`config.mk`:
```
export PLATFORM = sky130hd
export DESIGN_NAME = rtc_bus_sequencer_flat
export DESIGN_NICKNAME = d
export VERILOG_FILES = /design/src/rtl/rtc_bus_sequencer_pkg.sv /design/src/rtl/rtc_bus_sequencer_if.sv /design/src/rtl/rtc_bus_sequencer.sv /design/src/flat_wrapper.sv
export SDC_FILE = /design/constraint.sdc
export NUM_CORES = 1
export LEC_CHECK = 0
export CAP_MARGIN = 20
export CORE_UTILIZATION = 40
export CTS_CLUSTER_DIAMETER = 200
export CTS_CLUSTER_SIZE = 16
export DETAILED_ROUTE_END_ITERATION = 12
export DONT_BUFFER_PORTS = 1
export GPL_TIMING_DRIVEN = 0
export REMOVE_ABC_BUFFERS = 1
export SETUP_SLACK_MARGIN = 0.1
export SLEW_MARGIN = 20
export SYNTH_ARGS = -nofsm -noshare
export SYNTH_HDL_FRONTEND = slang
export SYNTH_SLANG_ARGS = --single-unit
export TNS_END_PERCENT = 20
```
`constraint.sdc`:
```
create_clock -name clk -period 4.5 [get_ports clk]
set_clock_uncertainty 0.15 [all_clocks]
set_input_delay 0.45 -clock clk [delete_from_list [all_inputs] [get_ports clk]]
set_output_delay 0.45 -clock clk [all_outputs]
set_load 0.02 [all_outputs]
```
`src/rtl/rtc_bus_sequencer_pkg.sv`:
```
// Shared constants for the RTC multiplexed-bus sequencer and its controller.
package rtc_bus_sequencer_pkg;

   // FSM state encoding
   localparam logic [2:0] StateIdle = 3'd0;
   localparam logic [2:0] StateAddr = 3'd1;
   localparam logic [2:0] StateHold = 3'd2;
   localparam logic [2:0] StateAcc  = 3'd3;
   localparam logic [2:0] StateRec  = 3'd4;

   typedef enum logic [2:0] {
      StIdle = StateIdle,
      StAddr = StateAddr,
      StHold = StateHold,
      StAcc  = StateAcc,
      StRec  = StateRec
   } state_e;

   // Default phase lengths in clock cycles
   localparam int unsigned DefTAddr = 4;
   localparam int unsigned DefTAcc  = 6;
   localparam int unsigned DefTRec  = 2;

   // RTC register map, shared with the top-level controller
   localparam logic [7:0] RegSeconds = 8'h21;
   localparam logic [7:0] RegMinutes = 8'h22;
   localparam logic [7:0] RegHours   = 8'h23;
   localparam logic [7:0] RegDay     = 8'h24;
   localparam logic [7:0] RegMonth   = 8'h25;
   localparam logic [7:0] RegYear    = 8'h26;
   localparam logic [7:0] RegControl = 8'h2F;

   // Width of a down-counter that must hold max(a,b,c)-1
   function automatic int unsigned cnt_width(int unsigned a, int unsigned b, int unsigned c);
      int unsigned m;
      m = a;
      if (b > m) m = b;
      if (c > m) m = c;
      return (m <= 2) ? 1 : $clog2(m);
   endfunction

endpackage

```
`src/rtl/rtc_bus_sequencer_if.sv`:
```
// Request side and pad side of the RTC bus sequencer, bundled as one interface.
interface rtc_bus_sequencer_if;
   logic       start;
   logic       wr;
   logic [7:0] addr;
   logic [7:0] wdata;
   logic [7:0] ad_in;
   logic [7:0] ad_out;
   logic       ad_oe;
   logic       cs_n;
   logic       ale;
   logic       rd_n;
   logic       wr_n;
   logic [7:0] datos;
   logic       enable;
   logic       busy;

   // The sequencer itself
   modport slave (
      input  start, wr, addr, wdata, ad_in,
      output ad_out, ad_oe, cs_n, ale, rd_n, wr_n, datos, enable, busy
   );

   // Requester plus pad/chip model
   modport master (
      output start, wr, addr, wdata, ad_in,
      input  ad_out, ad_oe, cs_n, ale, rd_n, wr_n, datos, enable, busy
   );
endinterface

```
`src/rtl/rtc_bus_sequencer.sv`:
```
// Turns a one-cycle start into a CS/ALE/RD-or-WR strobe sequence on the RTC AD bus.
// Every output is a flop loaded from the next-state decode, so strobes are glitch-free.
module rtc_bus_sequencer
   import rtc_bus_sequencer_pkg::*;
#(
   parameter int unsigned T_ADDR = DefTAddr,
   parameter int unsigned T_ACC  = DefTAcc,
   parameter int unsigned T_REC  = DefTRec
) (
   input logic               clk,
   input logic               reset,
   rtc_bus_sequencer_if.slave bus
);

   localparam int unsigned CntW = cnt_width(T_ADDR, T_ACC, T_REC);

   state_e            state_q, state_d;
   logic [CntW-1:0]   cnt_q, cnt_d;
   logic              is_wr_q, is_wr_d;
   logic [7:0]        addr_q, addr_d;
   logic [7:0]        wdata_q, wdata_d;

   logic [7:0]        ad_out_q, ad_out_d;
   logic              ad_oe_q, ad_oe_d;
   logic              cs_n_q, cs_n_d;
   logic              ale_q, ale_d;
   logic              rd_n_q, rd_n_d;
   logic              wr_n_q, wr_n_d;
   logic [7:0]        datos_q, datos_d;
   logic              enable_q, enable_d;
   logic              busy_q, busy_d;

   // Next state, phase counter, request latch and read capture
   always_comb begin
      state_d  = state_q;
      cnt_d    = cnt_q;
      is_wr_d  = is_wr_q;
      addr_d   = addr_q;
      wdata_d  = wdata_q;
      datos_d  = datos_q;
      enable_d = 1'b0;
      unique case (state_q)
         StIdle: begin
            if (bus.start) begin
               state_d = StAddr;
               cnt_d   = CntW'(T_ADDR - 1);
               is_wr_d = bus.wr;
               addr_d  = bus.addr;
               wdata_d = bus.wdata;
            end
         end
         StAddr: begin
            if (cnt_q == '0) state_d = StHold;
            else             cnt_d   = cnt_q - 1'b1;
         end
         StHold: begin
            state_d = StAcc;
            cnt_d   = CntW'(T_ACC - 1);
         end
         StAcc: begin
            if (cnt_q == '0) begin
               state_d = StRec;
               cnt_d   = CntW'(T_REC - 1);
               // Byte is sampled on the edge that ends the strobe
               if (!is_wr_q) begin
                  datos_d  = bus.ad_in;
                  enable_d = 1'b1;
               end
            end else begin
               cnt_d = cnt_q - 1'b1;
            end
         end
         StRec: begin
            if (cnt_q == '0) state_d = StIdle;
            else             cnt_d   = cnt_q - 1'b1;
         end
         default: begin
            state_d = StIdle;
            cnt_d   = '0;
         end
      endcase
   end

   // Pad and strobe values for the state being entered
   always_comb begin
      ad_out_d = 8'h00;
      ad_oe_d  = 1'b0;
      cs_n_d   = 1'b1;
      ale_d    = 1'b0;
      rd_n_d   = 1'b1;
      wr_n_d   = 1'b1;
      busy_d   = (state_d != StIdle);
      unique case (state_d)
         StAddr: begin
            cs_n_d   = 1'b0;
            ale_d    = 1'b1;
            ad_oe_d  = 1'b1;
            ad_out_d = addr_d;
         end
         StHold: begin
            cs_n_d   = 1'b0;
            ad_oe_d  = 1'b1;
            ad_out_d = addr_d;
         end
         StAcc: begin
            cs_n_d = 1'b0;
            if (is_wr_d) begin
               ad_oe_d  = 1'b1;
               ad_out_d = wdata_d;
               wr_n_d   = 1'b0;
            end else begin
               rd_n_d = 1'b0;
            end
         end
         default: ;
      endcase
   end

   // State and output registers with synchronous reset
   always_ff @(posedge clk) begin
      if (reset) begin
         state_q  <= StIdle;
         cnt_q    <= '0;
         is_wr_q  <= 1'b0;
         addr_q   <= 8'h00;
         wdata_q  <= 8'h00;
         ad_out_q <= 8'h00;
         ad_oe_q  <= 1'b0;
         cs_n_q   <= 1'b1;
         ale_q    <= 1'b0;
         rd_n_q   <= 1'b1;
         wr_n_q   <= 1'b1;
         datos_q  <= 8'h00;
         enable_q <= 1'b0;
         busy_q   <= 1'b0;
      end else begin
         state_q  <= state_d;
         cnt_q    <= cnt_d;
         is_wr_q  <= is_wr_d;
         addr_q   <= addr_d;
         wdata_q  <= wdata_d;
         ad_out_q <= ad_out_d;
         ad_oe_q  <= ad_oe_d;
         cs_n_q   <= cs_n_d;
         ale_q    <= ale_d;
         rd_n_q   <= rd_n_d;
         wr_n_q   <= wr_n_d;
         datos_q  <= datos_d;
         enable_q <= enable_d;
         busy_q   <= busy_d;
      end
   end

   assign bus.ad_out = ad_out_q;
   assign bus.ad_oe  = ad_oe_q;
   assign bus.cs_n   = cs_n_q;
   assign bus.ale    = ale_q;
   assign bus.rd_n   = rd_n_q;
   assign bus.wr_n   = wr_n_q;
   assign bus.datos  = datos_q;
   assign bus.enable = enable_q;
   assign bus.busy   = busy_q;

endmodule

```
`src/flat_wrapper.sv`:
```
// flat-port wrapper written by rule: the top's interface ports become plain ports
module rtc_bus_sequencer_flat import rtc_bus_sequencer_pkg::*;
#(
   parameter int unsigned T_ADDR = DefTAddr,
   parameter int unsigned T_ACC  = DefTAcc,
   parameter int unsigned T_REC  = DefTRec
)
  (clk, reset, bus_start, bus_wr, bus_addr, bus_wdata, bus_ad_in, bus_ad_out, bus_ad_oe, bus_cs_n, bus_ale, bus_rd_n, bus_wr_n, bus_datos, bus_enable, bus_busy);
  rtc_bus_sequencer_if bus_i ();
  input logic clk;
  input logic reset;
  input wire logic [$bits(bus_i.start)-1:0] bus_start;
  input wire logic [$bits(bus_i.wr)-1:0] bus_wr;
  input wire logic [$bits(bus_i.addr)-1:0] bus_addr;
  input wire logic [$bits(bus_i.wdata)-1:0] bus_wdata;
  input wire logic [$bits(bus_i.ad_in)-1:0] bus_ad_in;
  output wire logic [$bits(bus_i.ad_out)-1:0] bus_ad_out;
  output wire logic [$bits(bus_i.ad_oe)-1:0] bus_ad_oe;
  output wire logic [$bits(bus_i.cs_n)-1:0] bus_cs_n;
  output wire logic [$bits(bus_i.ale)-1:0] bus_ale;
  output wire logic [$bits(bus_i.rd_n)-1:0] bus_rd_n;
  output wire logic [$bits(bus_i.wr_n)-1:0] bus_wr_n;
  output wire logic [$bits(bus_i.datos)-1:0] bus_datos;
  output wire logic [$bits(bus_i.enable)-1:0] bus_enable;
  output wire logic [$bits(bus_i.busy)-1:0] bus_busy;
  assign bus_i.start = bus_start;
  assign bus_i.wr = bus_wr;
  assign bus_i.addr = bus_addr;
  assign bus_i.wdata = bus_wdata;
  assign bus_i.ad_in = bus_ad_in;
  assign bus_ad_out = bus_i.ad_out;
  assign bus_ad_oe = bus_i.ad_oe;
  assign bus_cs_n = bus_i.cs_n;
  assign bus_ale = bus_i.ale;
  assign bus_rd_n = bus_i.rd_n;
  assign bus_wr_n = bus_i.wr_n;
  assign bus_datos = bus_i.datos;
  assign bus_enable = bus_i.enable;
  assign bus_busy = bus_i.busy;
  rtc_bus_sequencer #(.T_ADDR(T_ADDR), .T_ACC(T_ACC), .T_REC(T_REC)) u_core (.clk(clk), .reset(reset), .bus(bus_i));
endmodule
```
==> results of run 1 <==
-- per-stage QoR --
stage | hold slack [ns] | utilization, %
after CTS | 0.0560 | 43.5
after floorplan | 0.287 | -
after global placement | 0.307 | 41.3
final | 0.0592 | 43.5
after global routing | 0.0497 | 43.5
after detailed placement | 0.314 | 41.3
-- kinds of logic (layout without fill, tap and decap cells) --
kind of cell | count (synthesis) | in the layout | share of synthesized area (%)
flip-flops | 46 | 46 | 50.5
buffers and inverters | 17 | 13 | 5.84
XOR/XNOR | 2 | 2 | 0.962
AND/OR/NAND/NOR | 64 | 64 | 16.2
adder cells (fa/ha/maj) | 2 | 2 | 1.37
multiplexers | 25 | 25 | 13.7
AO/OA/AOI/OAI | 30 | 30 | 11.3
-- worst reg2reg max path, cell delays in order (launching register included) --
cell,delay (ns)
sky130_fd_sc_hd__dfxtp_1,0.72
sky130_fd_sc_hd__inv_2,0.16
sky130_fd_sc_hd__and3_4,0.32
sky130_fd_sc_hd__mux2i_1,0.25
sky130_fd_sc_hd__nand2b_1,0.36
sky130_fd_sc_hd__o22ai_2,0.14
-- area by class of cell --
class | count | area [µm²]
clock buffers | 6 | 82.6
clock inverters | 2 | 12.5
fillers | 426 | 2460
inverters | 5 | 18.8
multi-input cells | 123 | 795
flip-flops and latches | 46 | 921
well taps | 52 | 65.1
-- cells in the mapped netlist (all sizes together) --
library cell,instances,area [µm²]
a21boi,1,7.51
a22oi,1,7.51
nor2,37,141
nor4,2,12.5
mux2i,25,250
nand2,6,22.5
or3,3,18.8
a21o,1,7.51
ha,2,25.0
inv,5,18.8
o2bb2ai,1,8.76
a2111oi,1,15.0
dfxtp,46,921
o22ai,7,50.1
a211oi,1,7.51
or2,1,6.26
a31o,1,8.76
a32oi,1,8.76
clkbuf,6,26.3
nand3,1,5.00
o21a,1,7.51
a41oi,1,8.76
buf,6,61.3
o22a,1,8.76
nand2b,4,25.0
and2,1,6.26
nor2b,1,8.76
o21ai,5,25.0
xnor2,2,17.5
nor3,6,30.0
nand3b,1,7.51
and3,1,11.3
a21oi,7,35.0
-- sequential cells by signal (all words and copies together) (netlist names) --
signal and flops:
u_core.bus.ale 1, u_core.wdata_q 8, u_core.bus.ad_out 8, u_core.state_q 3, u_core.bus.busy 1, u_core.cnt_q 3, u_core.is_wr_q 1, u_core.bus.ad_oe 1
u_core.bus.rd_n 1, u_core.bus.datos 8, u_core.addr_q 8, u_core.bus.enable 1, u_core.bus.wr_n 1, u_core.bus.cs_n 1
-- where the power goes --
| group | internal, µW | switching [µW] |
|---|---|---|
| clock network | 123 | 135 |
| logic | 88.6 | 113 |
| registers | 456 | 62.3 |
| total | 668 | 311 |
-- worst max path at each step --
stage                                  from                   end  slack, ns  cells past startpoint
after floorplan             u_core.cnt_q[0]   u_core.bus.datos[0]       2.64                      7
after global placement    u_core.state_q[2]  u_core.bus.ad_out[5]       2.33                      5
after detailed placement  u_core.state_q[2]  u_core.bus.ad_out[1]       2.28                      5
after CTS                 u_core.state_q[2]  u_core.bus.ad_out[7]       2.28                      5
after global routing      u_core.state_q[2]  u_core.bus.ad_out[1]       2.02                      5
final                     u_core.state_q[2]  u_core.bus.ad_out[7]       2.26                      5
-- layer usage --
layer | GRT usage, % | up-vias
met5 | 0 | -
met4 | 6.58 | 0
met1 | 18.1 | 589
met2 | 25.1 | 35
met3 | 5.09 | 6
li1 | - | 630
==> flow_summary.rst, run 1 <==
.. list-table::
   :header-rows: 1

   * - Metric
     - Value
   * - Post-CTS Resized
     - 0
   * - Final ANT Viol Nets
     - 0
   * - First-pass iteration count of the detailed router
     - 4
   * - # Post-CTS Setup Buffers
     - 0
   * - Max Cap Viol
     - 0
   * - Cell family with most CP delay
     - flip-flops
   * - Routed length on met3
     - 221 µm
   * - Die H
     - 69.5 µm
   * - Total length of routed wires
     - 3.56 mm
   * - Die boundary width
     - a little under 70 µm
   * - Mapped Avg Cell Area
     - 9.79 µm²
   * - HPWL Detailed
     - 2.49 mm
   * - CP Cell Sequence
     - inv_2 -> and3_4 -> mux2i_1 -> nand2b_1 -> o22ai_2
   * - First-iteration detailed-routing DRC count
     - 84
   * - Most used cells in the layout excluding fill and tap cells
     - 46 x sky130_fd_sc_hd__dfxtp_1, 36 x sky130_fd_sc_hd__nor2_1, 25 x sky130_fd_sc_hd__mux2i_1, 7 x sky130_fd_sc_hd__a21oi_1
   * - Clock edge transition at the registers on the reported setup and hold paths
     - 0.09 ns
   * - Total standard cell area after synthesis
     - 1820 µm²
   * - Slowest Stage Delay on Critical Path
     - 0.72 ns
   * - Hold-critical path endpoint
     - u_core.wdata_q[2]
   * - Setup TNS Final
     - 0 ns
   * - Bufs on Longest Clock Path
     - 2
   * - Number of flip-flops and latches in the synthesized netlist
     - 46
   * - Worst path buffer plus inverter count
     - 1
   * - Worst min-delay path category
     - in2reg
   * - Maximum number of pins on one net before global-route repair
     - 37
   * - Worst-case headroom to the max-slew limit
     - 34.0%
   * - Deepest level of the CTS H-tree
     - 2
   * - I/O pin cnt
     - ~50
   * - Overall power after layout
     - 979 µW
   * - Most frequent standard cell in the layout excluding fill and tap cells
     - sky130_fd_sc_hd__dfxtp_1
   * - Outcome
     - completed
   * - Root buf cell
     - sky130_fd_sc_hd__clkbuf_8
   * - Slowest stage cell on the critical path
     - sky130_fd_sc_hd__dfxtp_1
   * - Aggregate global-route resource usage
     - 15.3%
   * - Kind of start point of the critical path
     - flop
   * - Core region area
     - 4350 µm²
   * - Reg2Reg Capture Point
     - u_core.bus.ad_out[7]
   * - Routed WL per cell
     - approximately 15 µm
   * - Sequential cell area fraction in the yosys report
     - 50.5%
   * - Via count of the first global-routing pass
     - 1242
   * - Cell count of the worst hold path
     - 1
   * - Gp weighted congestion
     - ~0.85
   * - Remaining global-route overflow
     - 0
   * - CTS Buf Count
     - 5
   * - Post-Place Cells
     - 226
   * - Post-Synthesis Cells
     - roughly 190
   * - Transition time at the pin with the least slew margin
     - about 1 ns
   * - Number of sinks driven by the clock tree
     - 46
   * - RR Startpoint
     - u_core.state_q[2]
   * - Depth of the worst register-to-register path
     - 5
   * - Met2 wire len
     - 1.73 mm
   * - Final worst path period share
     - 49.8%
   * - Worst setup EP type
     - flop
   * - PD cells
     - 517 nW/µm²
   * - First-pass GRT wire length
     - a little under 6 mm
   * - Avg Vias per Cell
     - 5.38
   * - Worst-case setup slack after placement
     - 2.28 ns
   * - Critical Path AT
     - 2.24 ns
   * - Count of placed standard cells in the final layout, fillers left out
     - 234
   * - Count of vias placed by the detailed router
     - 1260
   * - Count of distinct cell types in the synthesized netlist
     - 41
   * - Layout overhead on the synthesized area
     - 3.98%
   * - Start-to-end type of the worst setup path
     - reg2reg
   * - Net total in the final layout
     - 211
   * - Final setup violation count
     - 0
   * - Post-route minimum period
     - 2.24 ns
   * - IO buf count
     - 0
   * - Maximum VDD drop
     - 222 µV
   * - Setup slack of the most critical reg-to-reg path
     - approximately 2.3 ns
   * - Share of cells above drive strength 1
     - just under 8%
   * - CP required
     - ~4.5 ns
   * - Number of diodes
     - 0
   * - Worst Setup Slack, final
     - 2.26 ns
   * - Standby leakage power
     - 0.000765 µW
   * - Clock latency at the later pin of the worst-skew pair
     - 0.30 ns
   * - YS warnings
     - 0
   * - Hold Vio Cnt, Final
     - 0
   * - Top sig layer
     - met4
   * - Fin area
     - approximately 1900 µm²
   * - Met1 Routed Length
     - ~1.6 mm
   * - Worst-path fanout max
     - 17
   * - Beginning of the worst hold path
     - reset
   * - Detailed-route DRC error count
     - 0
   * - Max Clock Freq
     - roughly 450 MHz
   * - CTS tree
     - yes
   * - Standard-cell row count
     - 24
   * - Initial standard-cell utilization of the core
     - a little over two fifths
   * - Number of hold buffers added after CTS
     - 0
   * - Full die area
     - 4830 µm²
   * - Setup repair after global routing missed its margin
     - false
   * - Number of antenna violations at the first check in global routing
     - 0
   * - Post-Place Cell Area
     - 1800 µm²
   * - Final Max Slew Viols
     - 0
Power figures use the tool's default switching activity.
==> run 2: changes to the inputs <==
Clock period 4.5 ns to 2.09 ns, I/O delays scaled along.
==> flow_summary.rst, run 2 (same netlist as run 1, synthesis figures left out) <==
.. list-table::
   :header-rows: 1

   * - Metric
     - Value
   * - Clock latency at the later pin of the worst-skew pair
     - 0.30 ns
   * - Count of vias placed by the detailed router
     - 1419
   * - Die boundary width
     - 69.5 µm
   * - Net total in the final layout
     - approximately 240
   * - Post-Place Cells
     - approximately 230
   * - Detailed-route DRC error count
     - 0
   * - I/O pin cnt
     - 51
   * - Setup slack of the most critical reg-to-reg path
     - 0.19 ns
   * - Worst-case setup slack after placement
     - -0.128 ns
   * - Aggregate global-route resource usage
     - 15.7%
   * - Slowest Stage Delay on Critical Path
     - 0.45 ns
   * - Depth of the worst register-to-register path
     - 7
   * - CP required
     - 2.13 ns
   * - Beginning of the worst hold path
     - bus_addr[7]
   * - Final worst path period share
     - 90.9%
   * - Gp weighted congestion
     - 0.853
   * - Cell count of the worst hold path
     - 2
   * - PD cells
     - approximately 1000 nW/µm²
   * - Hold Vio Cnt, Final
     - 2
   * - Clock edge transition at the registers on the reported setup and hold paths
     - about 0.080 ns
   * - Kind of start point of the critical path
     - flop
   * - Start-to-end type of the worst setup path
     - reg2reg
   * - Root buf cell
     - sky130_fd_sc_hd__clkbuf_8
   * - Number of antenna violations at the first check in global routing
     - 0
   * - Worst path buffer plus inverter count
     - 1
   * - Number of sinks driven by the clock tree
     - 46
   * - Final setup violation count
     - 0
   * - Register share of total power
     - around half
   * - CTS Buf Count
     - 5
   * - First-iteration detailed-routing DRC count
     - 83
   * - Final Max Slew Viols
     - 0
   * - Hold-critical path endpoint
     - u_core.addr_q[7]
   * - Most frequent standard cell in the layout excluding fill and tap cells
     - sky130_fd_sc_hd__dfxtp_1
   * - Slowest stage cell on the critical path
     - sky130_fd_sc_hd__or3_4
   * - Full die area
     - 4830 µm²
   * - Core region area
     - 4350 µm²
   * - Remaining global-route overflow
     - 0
   * - Overall power after layout
     - 2190 µW
   * - Share of cells above drive strength 1
     - 11.0%
   * - Final hold slack
     - -0.0162 ns
   * - Cell family with most CP delay
     - simple AND/OR/NAND/NOR gates
   * - Outcome
     - finished with violations
   * - HPWL Detailed
     - roughly 2.5 mm
   * - Standard-cell row count
     - 24
   * - Worst setup EP type
     - flop
   * - Via count of the first global-routing pass
     - 1279
   * - Worst-case headroom to the max-slew limit
     - 27.9%
   * - Count of placed standard cells in the final layout, fillers left out
     - 262
   * - Worst-path fanout max
     - 9
   * - Worst Setup Slack, final
     - 0.191 ns
   * - Routed WL per cell
     - between 15 and 20 µm
   * - Most used cells in the layout excluding fill and tap cells
     - 43 x sky130_fd_sc_hd__dfxtp_1, 36 x sky130_fd_sc_hd__nor2_1, 25 x sky130_fd_sc_hd__mux2i_1, 25 x sky130_fd_sc_hd__dlygate4sd3_1, 7 x sky130_fd_sc_hd__a21oi_1
   * - Setup repair after global routing missed its margin
     - false
   * - Layout filler cell count
     - 406
   * - Maximum number of pins on one net before global-route repair
     - 37
   * - RR Startpoint
     - u_core.cnt_q[0]
   * - Initial standard-cell utilization of the core
     - 41.8%
   * - Maximum VDD drop
     - between 400 and 500 µV
   * - Transition time at the pin with the least slew margin
     - 1.07 ns
   * - CP Cell Sequence
     - inv_1 -> ha_1 -> nor2b_2 -> nand2_1 -> or3_4 -> mux2i_1 -> nor2_1
   * - Max Cap Viol
     - 0
   * - Layout overhead on the synthesized area
     - 20.5%
   * - Share of power burned in the clock network
     - between 20 and 30%
   * - IO buf count
     - 0
   * - Critical Path AT
     - 1.94 ns
   * - P_sw
     - 701 µW
   * - Number of diodes
     - 0
   * - Avg Vias per Cell
     - 5.42
   * - Net switching share of the total power
     - 32.0%
   * - Post-Place Cell Area
     - 1800 µm²
   * - First-pass iteration count of the detailed router
     - 4
   * - Violations in the final reports
     - negative hold slack
   * - Final ANT Viol Nets
     - 0
   * - Fin area
     - 2200 µm²
   * - First-pass GRT wire length
     - 6.01 mm
   * - CTS tree
     - yes
   * - Worst min-delay path category
     - in2reg
   * - Post-route minimum period
     - ~1.9 ns
   * - Bufs on Longest Clock Path
     - 2
   * - Cell internal pwr
     - 1490 µW
   * - Standby leakage power
     - between 0.0008 and 0.0009 µW
   * - Comb power frac
     - 23.3%
   * - Die H
     - just under 70 µm
   * - Deepest level of the CTS H-tree
     - 2
   * - Reg2Reg Capture Point
     - u_core.bus.datos[2]
   * - Total length of routed wires
     - between 4 and 5 mm
   * - Max Clock Freq
     - 527 MHz
## run 2: changes by cell type in the layout (fill, tap and decap cells not counted), sizes merged
| cell | before | now |
|---|---|---|
| buf | 0 | 3 |
| dlygate4sd3 | 0 | 25 |
## run 2: per-layer routing
metal,wire length (µm),track usage [%],share of wire [%]
met5,0,0,0
met4,57,6.58,1.4
met3,234,5.23,5.8
met2,2090,26.5,52
met1,1670,18.0,41
## run 2: timing repair
item / in CTS / in global routing
hold endpoints to repair: 42 / 35
gates resized for setup: 2 / 5
pin swaps: 1 / 2
endpoints found under the setup margin: 16 / 17
hold buffers: 7 / 19
buffers inserted: 2 / 0
## run 2: power by group through the flow
stage | registers, µW | clock network, µW | logic, µW
after floorplan | 1110 | 0 | 361
after CTS | 1120 | 574 | 459
after global placement | 1130 | 0 | 414
after detailed placement | 1140 | 0 | 434
final | 1120 | 559 | 511
after global routing | 1130 | 606 | 566
## run 2: area by class of cell
cell class,instances,area (µm²),area share (%)
clock buffer,6,82.6,3.76
clock inverter,2,12.5,0.570
inverter,5,18.8,0.855
multi-input combinational,123,807,36.8
sequential,46,925,42.1
tap,52,65.1,2.96
timing repair buffer,28,285,13.0
## run 2: how the worst max path moves through the flow
stage | from | end | slack (ns) | depth (start not counted)
finish | u_core.cnt_q[0] | u_core.bus.datos[2] | 0.19 | 7
global route | u_core.cnt_q[0] | u_core.bus.datos[4] | 0.06 | 7
CTS | u_core.cnt_q[0] | u_core.bus.datos[0] | 0.03 | 7
detailed placement | u_core.state_q[2] | u_core.bus.ad_out[1] | -0.13 | 5
global placement | u_core.state_q[2] | u_core.bus.ad_out[5] | -0.08 | 5
floorplan | u_core.cnt_q[0] | u_core.bus.datos[0] | 0.23 | 7
## run 2: per-stage QoR
stage	TNS, ns	hold WS (ns)	utilization [%]
3_5_place_dp	-0.783	0.136	41.3
3_3_place_gp	-0.490	0.135	41.3
5_1_grt	0	0.00547	50.4
4_1_cts	0	-0.186	45.5
6_report	0	-0.0162	50.4
2_1_floorplan	0	0.128	-
